File: src/rtl/fir_pkg.sv
// Shared widths, the accumulator width rule and the FSM encoding for the
// streaming FIR MAC stage.
package fir_pkg;

  localparam int FIR_DATA_W = 16;
  localparam int FIR_COEF_W = 16;
  localparam int FIR_TAPS   = 8;

  // Full-precision sum of TAPS products needs log2(TAPS) guard bits.
  function automatic int acc_width(input int data_w, input int coef_w, input int taps);
    return data_w + coef_w + $clog2(taps);
  endfunction

  typedef enum logic [1:0] {
    IDLE = 2'd0,
    MAC  = 2'd1,
    OUT  = 2'd2
  } fir_state_t;

endpackage

File: src/rtl/fir_mac_unit.sv
// Signed multiply-accumulate datapath: one product per enabled cycle.
// `sum` is the combinational next accumulator value so the caller can
// capture the final result on the same edge the last product lands.
module fir_mac_unit #(
  parameter int DATA_W = 16,
  parameter int COEF_W = 16,
  parameter int ACC_W  = 35
) (
  input  logic              clk,
  input  logic              rst,
  input  logic              clr,
  input  logic              en,
  input  logic [DATA_W-1:0] sample,
  input  logic [COEF_W-1:0] coef,
  output logic [ACC_W-1:0]  sum
);

  localparam int PROD_W = DATA_W + COEF_W;

  logic signed [PROD_W-1:0] prod;
  logic        [ACC_W-1:0]  acc;

  assign prod = $signed(sample) * $signed(coef);
  assign sum  = acc + {{(ACC_W - PROD_W){prod[PROD_W-1]}}, prod};

  always_ff @(posedge clk) begin
    if (rst || clr) begin
      acc <= '0;
    end else if (en) begin
      acc <= sum;
    end
  end

endmodule

File: src/rtl/fir_stream_mac.sv
// Sequential FIR stage: pops one sample from the upstream buffer, runs TAPS
// signed MACs over the history and offers the sum on a valid/ready port.
module fir_stream_mac
  import fir_pkg::*;
#(
  parameter  int DATA_W = FIR_DATA_W,
  parameter  int COEF_W = FIR_COEF_W,
  parameter  int TAPS   = FIR_TAPS,
  localparam int ACC_W  = acc_width(DATA_W, COEF_W, TAPS),
  localparam int K_W    = $clog2(TAPS)
) (
  input  logic              clk,
  input  logic              rst,
  input  logic              in_valid,
  input  logic [DATA_W-1:0] in_data,
  output logic              read_en,
  input  logic              coef_wen,
  input  logic [K_W-1:0]    coef_addr,
  input  logic [COEF_W-1:0] coef_data,
  output logic              out_valid,
  output logic [ACC_W-1:0]  out_data,
  input  logic              out_ready,
  output logic              busy,
  output logic [1:0]        dbg_state
);

  // Handshakes: input pops on read_en & in_valid (read_en only in IDLE);
  // output transfers on out_valid & out_ready, out_data held until then.

  fir_state_t        state;
  logic [K_W-1:0]    k;
  logic [DATA_W-1:0] hist [TAPS];
  logic [COEF_W-1:0] coef [TAPS];
  logic [ACC_W-1:0]  mac_sum;
  logic              accept;

  assign read_en   = (state == IDLE);
  assign busy      = (state != IDLE);
  assign dbg_state = state;
  assign accept    = (state == IDLE) && in_valid;

  fir_mac_unit #(
    .DATA_W (DATA_W),
    .COEF_W (COEF_W),
    .ACC_W  (ACC_W)
  ) u_mac (
    .clk    (clk),
    .rst    (rst),
    .clr    (accept),
    .en     (state == MAC),
    .sample (hist[k]),
    .coef   (coef[k]),
    .sum    (mac_sum)
  );

  always_ff @(posedge clk) begin
    if (rst) begin
      state     <= IDLE;
      k         <= '0;
      out_valid <= 1'b0;
      out_data  <= '0;
      for (int i = 0; i < TAPS; i++) begin
        hist[i] <= '0;
        coef[i] <= '0;
      end
    end else begin
      case (state)
        IDLE: begin
          // Address decode per tap: addresses beyond TAPS-1 match nothing.
          for (int i = 0; i < TAPS; i++) begin
            if (coef_wen && coef_addr == K_W'(i)) coef[i] <= coef_data;
          end
          if (in_valid) begin
            hist[0] <= in_data;
            for (int i = 1; i < TAPS; i++) hist[i] <= hist[i-1];
            k     <= '0;
            state <= MAC;
          end
        end
        MAC: begin
          if (k == K_W'(TAPS - 1)) begin
            out_data  <= mac_sum;
            out_valid <= 1'b1;
            state     <= OUT;
          end else begin
            k <= k + 1'b1;
          end
        end
        OUT: begin
          if (out_ready) begin
            out_valid <= 1'b0;
            state     <= IDLE;
          end
        end
        default: state <= IDLE;
      endcase
    end
  end

endmodule

File: config.mk
export PLATFORM = sky130hd
export DESIGN_NAME = fir_stream_mac
export DESIGN_NICKNAME = d
export VERILOG_FILES = /design/src/rtl/fir_pkg.sv /design/src/rtl/fir_mac_unit.sv /design/src/rtl/fir_stream_mac.sv
export SDC_FILE = /design/constraint.sdc
export NUM_CORES = 1
export LEC_CHECK = 0
export CAP_MARGIN = 10
export CORE_MARGIN = 5
export CORE_UTILIZATION = 35
export DETAILED_ROUTE_END_ITERATION = 8
export PLACE_DENSITY = 0.52
export SLEW_MARGIN = 20
export SYNTH_ARGS = -nofsm -noshare
export SYNTH_HDL_FRONTEND = slang
export SYNTH_HIERARCHICAL = 1
export SYNTH_SLANG_ARGS = --single-unit
File: constraint.sdc
create_clock -name clk -period 11.8 [get_ports clk]
set_clock_uncertainty 0.15 [all_clocks]
set_input_delay 1.18 -clock clk [delete_from_list [all_inputs] [get_ports clk]]
set_output_delay 1.18 -clock clk [all_outputs]
set_load 0.05 [all_outputs]
==> impl_results.md, run 1 <==
* Status: finished clean
* Final Hold Viols at 0
* Rows at 99
* Root Buffer: clkbuf_16
* Number of fill cells at ~7000
* Number of H-tree levels at 2
* Sequential Power Share at around 17%
* Initial core utilization at 35.4%
* Post-Layout Cell Count at between 3000 and 4000
* Vias in the first global route at 18100
* Avg Inst Size Synth at between 10 and 15 µm²
* Post-Syn Area at between 20000 and 30000 µm²
* Initial antenna violation count at 0
* Setup crit start kind: register
* Die outline width at 281 µm
* Combinational fraction of design power at a little under 70%
* Reg area at 9270 µm²
* #FFs+latches synth at around 340
* Remaining DRCs at 0
* Clock Tree Buf Depth at 3
* IO buf count at 79
* Vias/cell at 4.96
* Final Setup Violations at 0
* Sw frac at 47.0%
* Critical Path RT at 12.12 ns
* Post-DP HPWL at ~43 mm
* Via count at 16700
* Tcrit/Tclk final at around 85%
* First-pass GRT wire length at around 98 mm
* DR iter-0 viols at between 800 and 900
* TritonCTS clock tree: done
* Max-Cap Viols at 0
* Adder-cell share of the synthesized area at a little over a quarter
* Routed WL per cell at between 15 and 20 µm
* Clock Latency Late Sink at roughly 0.55 ns
* Reg2Reg Setup Slack at about 1.8 ns
* Sink Count at ~340
* Final ANT Viol Nets at 0
* Hold Path Class: reg -> reg
* GRT overflow at 0
* Syn Nets at 2761
* Tmin final at 10.03 ns
* Crit path max fanout at between 40 and 50
* CTS buffer count at 38
* Int Pwr at roughly 4.3 mW
* Crit path max-delay cell type: dfxtp_4
* Psw at between 3 and 4 mW
* GRT Util Overall at between 15 and 20%
* Multi-input gate area in the final layout at ~15000 µm²
* Clk slew on worst S/H paths at roughly 0.06 ns
* # hold bufs at CTS at 0
* Syn Inst Count at between 2000 and 2500
* Postcts setup bufs at 0
* Rel. slew slack at about a third
* Final WL at 59.9 mm
* Die Area at just under 80000 µm²
* Synth Area in Compound Gates at under 10%
* Max Fclk at roughly 100 MHz
* Worst setup margin at about 1.8 ns
* Largest net degree at the start of global routing at 97
* CP arrival at approximately 10 ns
* Antenna cells at 0
* Layout cell share with drive strength beyond 1 at ~6.3%
* Worst slew pin tran at just over 1 ns
* Cell with the most instances on the worst path: fa_1
* Post-Synth XOR/XNOR Area at roughly 2.0%
* Ys async rst share at 0%
* P per Cell Area at 284 nW/µm²
* Die H at around 280 µm
* Fraction of synthesized area in multiplexers at under 10%
* Leakage Power at about 12 nW
* Routability cong. at about 0.86
* Synth cell types at 69
* CP peak stage delay at ~0.9 ns
* Post-synthesis simple-gate area fraction at roughly 15%
* Sequential fraction of the synthesis area at ~36%
* Post-Place Setup Slack at about 1.8 ns
* Peak supply drop at roughly 0.00028 V
* RSZ-0062 raised after global routing: false
* Crit Path Class: reg -> reg
* Core Region at 73000 µm²
* Clock share of power at approximately 15%
* Post-synth EDFFs at between 200 and 300
* Fin. max-slew vios at 0
* Final nets at about 2800
* Crit. End Element: register
* # IOs at 80
* Post_cts resized at 0
* First drt pass iteration count at 5
* Placed Cells at 3294
* Layout Area Growth over Synthesis at 11.5%
* Final TNS setup at 0 ns
* Yosys warnings at 6
* Synth Flop Type: edfxtp_1
* Main combinational cell family by area after synthesis: adder cells
==> kinds of logic (layout without fill, tap and decap cells) <==
kind of cell             count (synthesis)  after routing
XOR/XNOR                                59             59
buffers and inverters                  427            495
AO/OA/AOI/OAI                          224            224
flip-flops                             335            335
adder cells (fa/ha/maj)                384            384
multiplexers                           122            122
AND/OR/NAND/NOR                        786            786
==> final cells by class <==
class | count | area share (%)
Multi-Input combinational cell | 1575 | 51.7
Tap cell | 959 | 4.17
Clock inverter | 24 | 0.853
Sequential cell | 335 | 32.2
Clock buffer | 46 | 3.52
Inverter | 328 | 4.28
Timing Repair Buffer | 97 | 3.25
==> routing by layer <==
layer  share of wire (%)  vias up  global-route usage (%)
li1                    -     7792                       -
met2                  51      284                    27.9
met5                   0        -                       0
met3                 3.6       70                    1.96
met4                 1.9        0                    3.36
met1                  43     8535                    19.6
==> power groups by stage <==
stage	Combinational (mW)	Clock, mW	Sequential (mW)
detailed placement	5.62	0	1.42
floorplan	4.38	0	1.40
global placement	5.58	0	1.42
CTS	5.66	1.24	1.40
global route	6.38	1.28	1.41
finish	5.58	1.20	1.40
==> synthesized netlist by cell type (all sizes together), types with 9 or more instances <==
library cell | n | area [µm²]
nand2 | 231 | 867
nand2b | 34 | 213
a211oi | 11 | 92.6
fa | 263 | 5270
xnor2 | 46 | 403
edfxtp | 256 | 7690
nor2b | 41 | 257
nor3 | 16 | 85.1
inv | 328 | 1230
xor2 | 13 | 114
o21a | 9 | 67.6
buf | 28 | 170
o211ai | 11 | 87.6
and2 | 219 | 1370
dfxtp | 79 | 1580
a21oi | 86 | 430
mux4 | 64 | 1590
nand3 | 19 | 95.1
ha | 121 | 1510
mux2 | 32 | 360
a31oi | 10 | 62.6
mux2i | 26 | 260
clkbuf | 71 | 273
o21ai | 31 | 155
a21o | 25 | 188
nor2 | 183 | 687
==> metrics by stage <==
step                      power (mW)  instance area (µm²)  util (%)  hold WS (ns)
after floorplan                 5.78                25800         -         0.299
after detailed placement        7.04                27500      37.7         0.297
after global placement          7.00                27500      37.7         0.298
final                           8.18                28800      39.4         0.302
after global routing            9.07                28800      39.4         0.317
after CTS                       8.30                28800      39.4         0.305
==> worst max-delay path: cells and delay by family, from the launching register on <==
kind | cells | cell delay (ns)
AOI/OAI and AO/OA | 13 | 2.77
xor gates and xnor gates | 2 | 0.32
adders and majority gates | 8 | 3.60
buffers and inverters | 5 | 0.57
DFF | 1 | 0.90
muxes | 2 | 0.98
and+or+nand+nor | 3 | 0.56
==> registers in the layout, summed over array words and instances (netlist names), named ones only <==
name / cells
k: 3
u_mac/acc: 35
coef: 128
out_data: 35
dbg_state: 2
hist: 128
out_valid: 1
==> placed cells by master, fill, tap and decap left out, types with 7 or more instances in the layout <==
cell / n
inv_1: 328
fa_1: 263
edfxtp_1: 256
nand2_1: 231
and2_1: 219
nor2_1: 183
ha_1: 121
a21oi_1: 86
clkdlybuf4s50_1: 78
dfxtp_1: 77
xnor2_1: 46
mux4_1: 40
nor2b_1: 40
clkbuf_16: 39
nand2b_1: 34
mux2_2: 32
o21ai_0: 30
mux2i_1: 26
a21o_1: 25
mux4_2: 24
nand3_1: 19
buf_4: 18
nor3_1: 15
xor2_1: 13
a31oi_1: 10
o211ai_1: 10
a211oi_1: 9
o21a_1: 9
clkinv_2: 7
clkinv_1: 7
or3_1: 7
and3_1: 7
==> final timing paths <==
kind                              from                         to  cells past startpoint
max                           register  out_data[32]$_SDFFE_PP0P_                     33
min          out_data[21]$_SDFFE_PP0P_  out_data[21]$_SDFFE_PP0P_                      2
max reg2reg                   register  out_data[32]$_SDFFE_PP0P_                     33
min reg2reg  out_data[21]$_SDFFE_PP0P_  out_data[21]$_SDFFE_PP0P_                      2
Power figures use the tool's default switching activity.
==> inputs of run 2 (changes only) <==
--- a/config.mk
+++ b/config.mk
@@ -8,10 +8,10 @@
 export CAP_MARGIN = 10
 export CORE_MARGIN = 5
 export CORE_UTILIZATION = 35
+export CTS_CLUSTER_SIZE = 12
 export DETAILED_ROUTE_END_ITERATION = 8
-export PLACE_DENSITY = 0.52
+export PLACE_DENSITY = 0.54
 export SLEW_MARGIN = 20
 export SYNTH_ARGS = -nofsm -noshare
 export SYNTH_HDL_FRONTEND = slang
-export SYNTH_HIERARCHICAL = 1
 export SYNTH_SLANG_ARGS = --single-unit
==> constraint.sdc (replaced) <==
create_clock -name clk -period 8.1 [get_ports clk]
set_clock_uncertainty 0.15 [all_clocks]
set_input_delay 0.81 -clock clk [delete_from_list [all_inputs] [get_ports clk]]
set_output_delay 0.81 -clock clk [all_outputs]
set_load 0.05 [all_outputs]
==> impl_results.md, run 2 <==
* Status: finished, violations left
* Failing checks: negative setup slack
* Final core occ at 44.2% (+4.8 points)
* Clk slew on worst S/H paths at 0.06 ns (about the same)
* Worst min-delay path startpoint: out_data[18]$_SDFFE_PP0P_
* Syn Inst Count at 2319 (-0.77%)
* Crit. End Element: register
* Post-synth EDFFs at 256 (unchanged)
* CP peak stage delay at 0.60 ns (-0.30 ns)
* Layout cell share with drive strength beyond 1 at 22.6% (+16 points)
* First drt pass iteration count at 7 (+2)
* # IOs at 80 (unchanged)
* Max Fclk at 116 MHz (+17%)
* Root Buffer: clkbuf_16
* #FFs+latches synth at 335 (unchanged)
* Synth Flop Type: edfxtp_1
* WHS Endpoint: out_data[18]$_SDFFE_PP0P_
* Avg Inst Size Synth at 10.9 µm² (-1.6%)
* Final WL at 64.3 mm (+7.4%)
* Worst-case reg-to-reg path depth at 37 (+12%)
* Initial antenna violation count at 1 (+1)
* Commonest non-fill, non-tap cell in the layout: inv_1
* Largest net degree at the start of global routing at 97 (unchanged)
* Sink Count at 335 (unchanged)
* Worst hold stages at 2 (unchanged)
* Tmin final at 8.61 ns (-1.42 ns)
* Die outline width at 278 µm (-1.1%)
* Most frequent cells in the layout: inv_1, buf_4, nor2_1
* CP Depth at 37 (+12%)
* Cell taking the most area after synthesis: edfxtp_1
* Remaining DRCs at 0 (unchanged)
* RSZ-0062 raised after global routing: true
* Post-DP HPWL at 48.4 mm (+12%)
* Placed Cells at 3533 (+7.3%)
* Worst Path Buf+Inv at 9 (+4)
* Routed WL per cell at 17.6 µm (-1.2%)
* Post-Place Setup Slack at -0.636 ns (-2.40 ns)
* Hold Path Class: reg -> reg
* Finished Cell Area at 31600 µm² (+9.8%)
* Count leader, synth: inv_1
* Family with the most delay on the worst path: adder cells
* IO buf count at 79 (unchanged)
* Power Total at 14.6 mW (+78%)
* Final ANT Viol Nets at 0 (unchanged)
* Fin. max-slew vios at 0 (unchanged)
* Rel. slew slack at 27.5% (-4.1 points)
* Rows at 98 (-1.0%)
* Peak supply drop at 0.000463 V (+68%)
* Worst setup margin at -0.508 ns (-2.28 ns)
* TritonCTS clock tree: done
* Synth cell count leaders: inv_1, nor2_1, fa_1
* Placed instance area at 29300 µm² (+6.5%)
* Final Setup Violations at 34 (+34)
* Via count at 17400 (+4.3%)
* Critical Path RT at 8.38 ns (-3.74 ns)
* Yosys warnings at 0 (-6)
* Yosys top cell area share at 30.5% (+0.71 points)
* Largest regs: coef x128, hist x128
* Cell with the most instances on the worst path: fa_1
* GRT overflow at 0 (unchanged)
* CP arrival at 8.89 ns (-1.46 ns)
* Number of fill cells at 6656 (-5.2%)
* Ys async rst share at 0% (unchanged)
* Tcrit/Tclk final at 106% (+21 points)
* First-pass GRT wire length at 104 mm (+6.2%)
* Post-Syn Area at 25200 µm² (-2.3%)
* Number of H-tree levels at 2 (unchanged)
* Syn Nets at 2743 (-0.65%)
* FF-to-FF End: out_data[34]$_SDFFE_PP0P_
* Clock Tree Buf Depth at 3 (unchanged)
* Max-Cap Viols at 0 (unchanged)
* Routability cong. at 0.890 (+3.0%)
* Die Area at 77400 µm² (-2.2%)
* Final Hold Viols at 0 (unchanged)
* Multi-input gate area in the final layout at 15100 µm² (+1.6%)
* Synth cell types at 60 (-13%)
* Vias in the first global route at 18600 (+2.8%)
* Crit path max-delay cell type: fa_1
* Reg2Reg Setup Slack at -0.51 ns (-2.28 ns)
* Final nets at 3101 (+11%)
* Post-Layout Cell Count at 3654 (+8.6%)
* P per Cell Area at 461 nW/µm² (+62%)
* Synth top area cells: edfxtp_1, fa_1, dfxtp_1, ha_1, mux4_2
* Sequential fraction of the synthesis area at 36.8% (+0.85 points)
* Initial core utilization at 35.2% (-0.11 points)
* Antenna cells at 0 (unchanged)
* Clock Latency Late Sink at 0.59 ns (+0.04 ns)
* Setup crit start kind: register
* Reg area at 9280 µm² (about the same)
* Leakage Power at 13.7 nW (+11%)
* Vias/cell at 4.76 (-3.9%)
* # hold bufs at CTS at 0 (unchanged)
* Die H at 278 µm (-1.1%)
* Crit path max fanout at 8 (-82%)
* Core Region at 71500 µm² (-2.0%)
* DR iter-0 viols at 873 (+5.9%)
* Layout Area Growth over Synthesis at 25.3%
* Crit Path Class: reg -> reg
* CTS buffer count at 39 (+2.6%)
* Worst slew pin tran at 1.09 ns (+0.0615 ns)
* GRT Util Overall at 16.6% (+1.3 points)
[run 2: changes by cell type in the layout (fill, tap and decap cells not counted), sizes merged, moves of 7 or more]
cell / previous run / this run
buf: 19 / 321
and2: 219 / 107
nor2: 183 / 284
a21oi: 86 / 109
mux2: 32 / 22
nor3: 16 / 7
o211ai: 11 / 4
[run 2: worst max-delay path by stage]
stage | start | endpoint | slack, ns
finish | register | out_data[34]$_SDFFE_PP0P_ | -0.51
global route | register | out_data[34]$_SDFFE_PP0P_ | -0.85
CTS | register | out_data[34]$_SDFFE_PP0P_ | -0.49
detailed placement | register | out_data[32]$_SDFFE_PP0P_ | -0.64
global placement | register | out_data[32]$_SDFFE_PP0P_ | -0.61
floorplan | register | out_data[33]$_SDFFE_PP0P_ | -0.17
[run 2: area by class of cell]
| type | count | area share (%) |
|---|---|---|
| Clock buffer | 50 | 3.33 |
| Inverter | 334 | 3.99 |
| Timing Repair Buffer | 400 | 11.0 |
| Tap cell | 950 | 3.76 |
| Multi-Input combinational cell | 1567 | 47.8 |
| Sequential cell | 335 | 29.4 |
| Clock inverter | 18 | 0.761 |
[run 2: worst register-to-register path: cells and delay by family, from the launching register on]
family / cells / cell delay [ns]
fa+ha+maj: 8 / 3.59
buf+inv: 9 / 1.00
mux: 2 / 0.80
compound gates: 7 / 1.07
flops: 1 / 0.43
xor+xnor: 2 / 0.34
simple gates: 9 / 1.08
[run 2: kinds of logic after synthesis]
group	Yosys count	synth area share, %
xor+xnor	65	2.26
compound gates	245	6.28
buf+inv	417	6.25
simple gates	759	13.7
fa+ha+maj	384	26.9
flops	335	36.8
mux	114	7.82
[run 2: layer usage]
layer  wire length (µm)  global-route usage [%]  part of all wire [%]  vias up
li1                   -                       -                     -     8327
met1              30000                    23.3                    47     8695
met2              30400                    27.6                    47      301
met3               2510                    2.26                   3.9       83
met4               1400                    3.91                   2.2        0
met5                  0                       0                     0        -
[run 2: where the power goes]
group	switching [mW]	internal [mW]	leakage, nW
combinational	5.47	5.26	9.71
clock	0.765	1.03	0.626
sequential	0.0545	1.98	3.35
[run 2: through the flow]
stage | setup TNS, ns | hold WS [ns]
detailed placement | -13.50 | 0.299
finish | -10.71 | 0.303
floorplan | -1.08 | 0.286
global route | -22.97 | 0.326
CTS | -10.18 | 0.307
global placement | -11.30 | 0.293
[run 2: repair_timing]
action	4_1_cts	5_1_grt
endpoints found under the setup margin	35	42
pin swaps	40	68
gates cloned	1	1
setup buffers	32	19
gates resized for setup	50	81
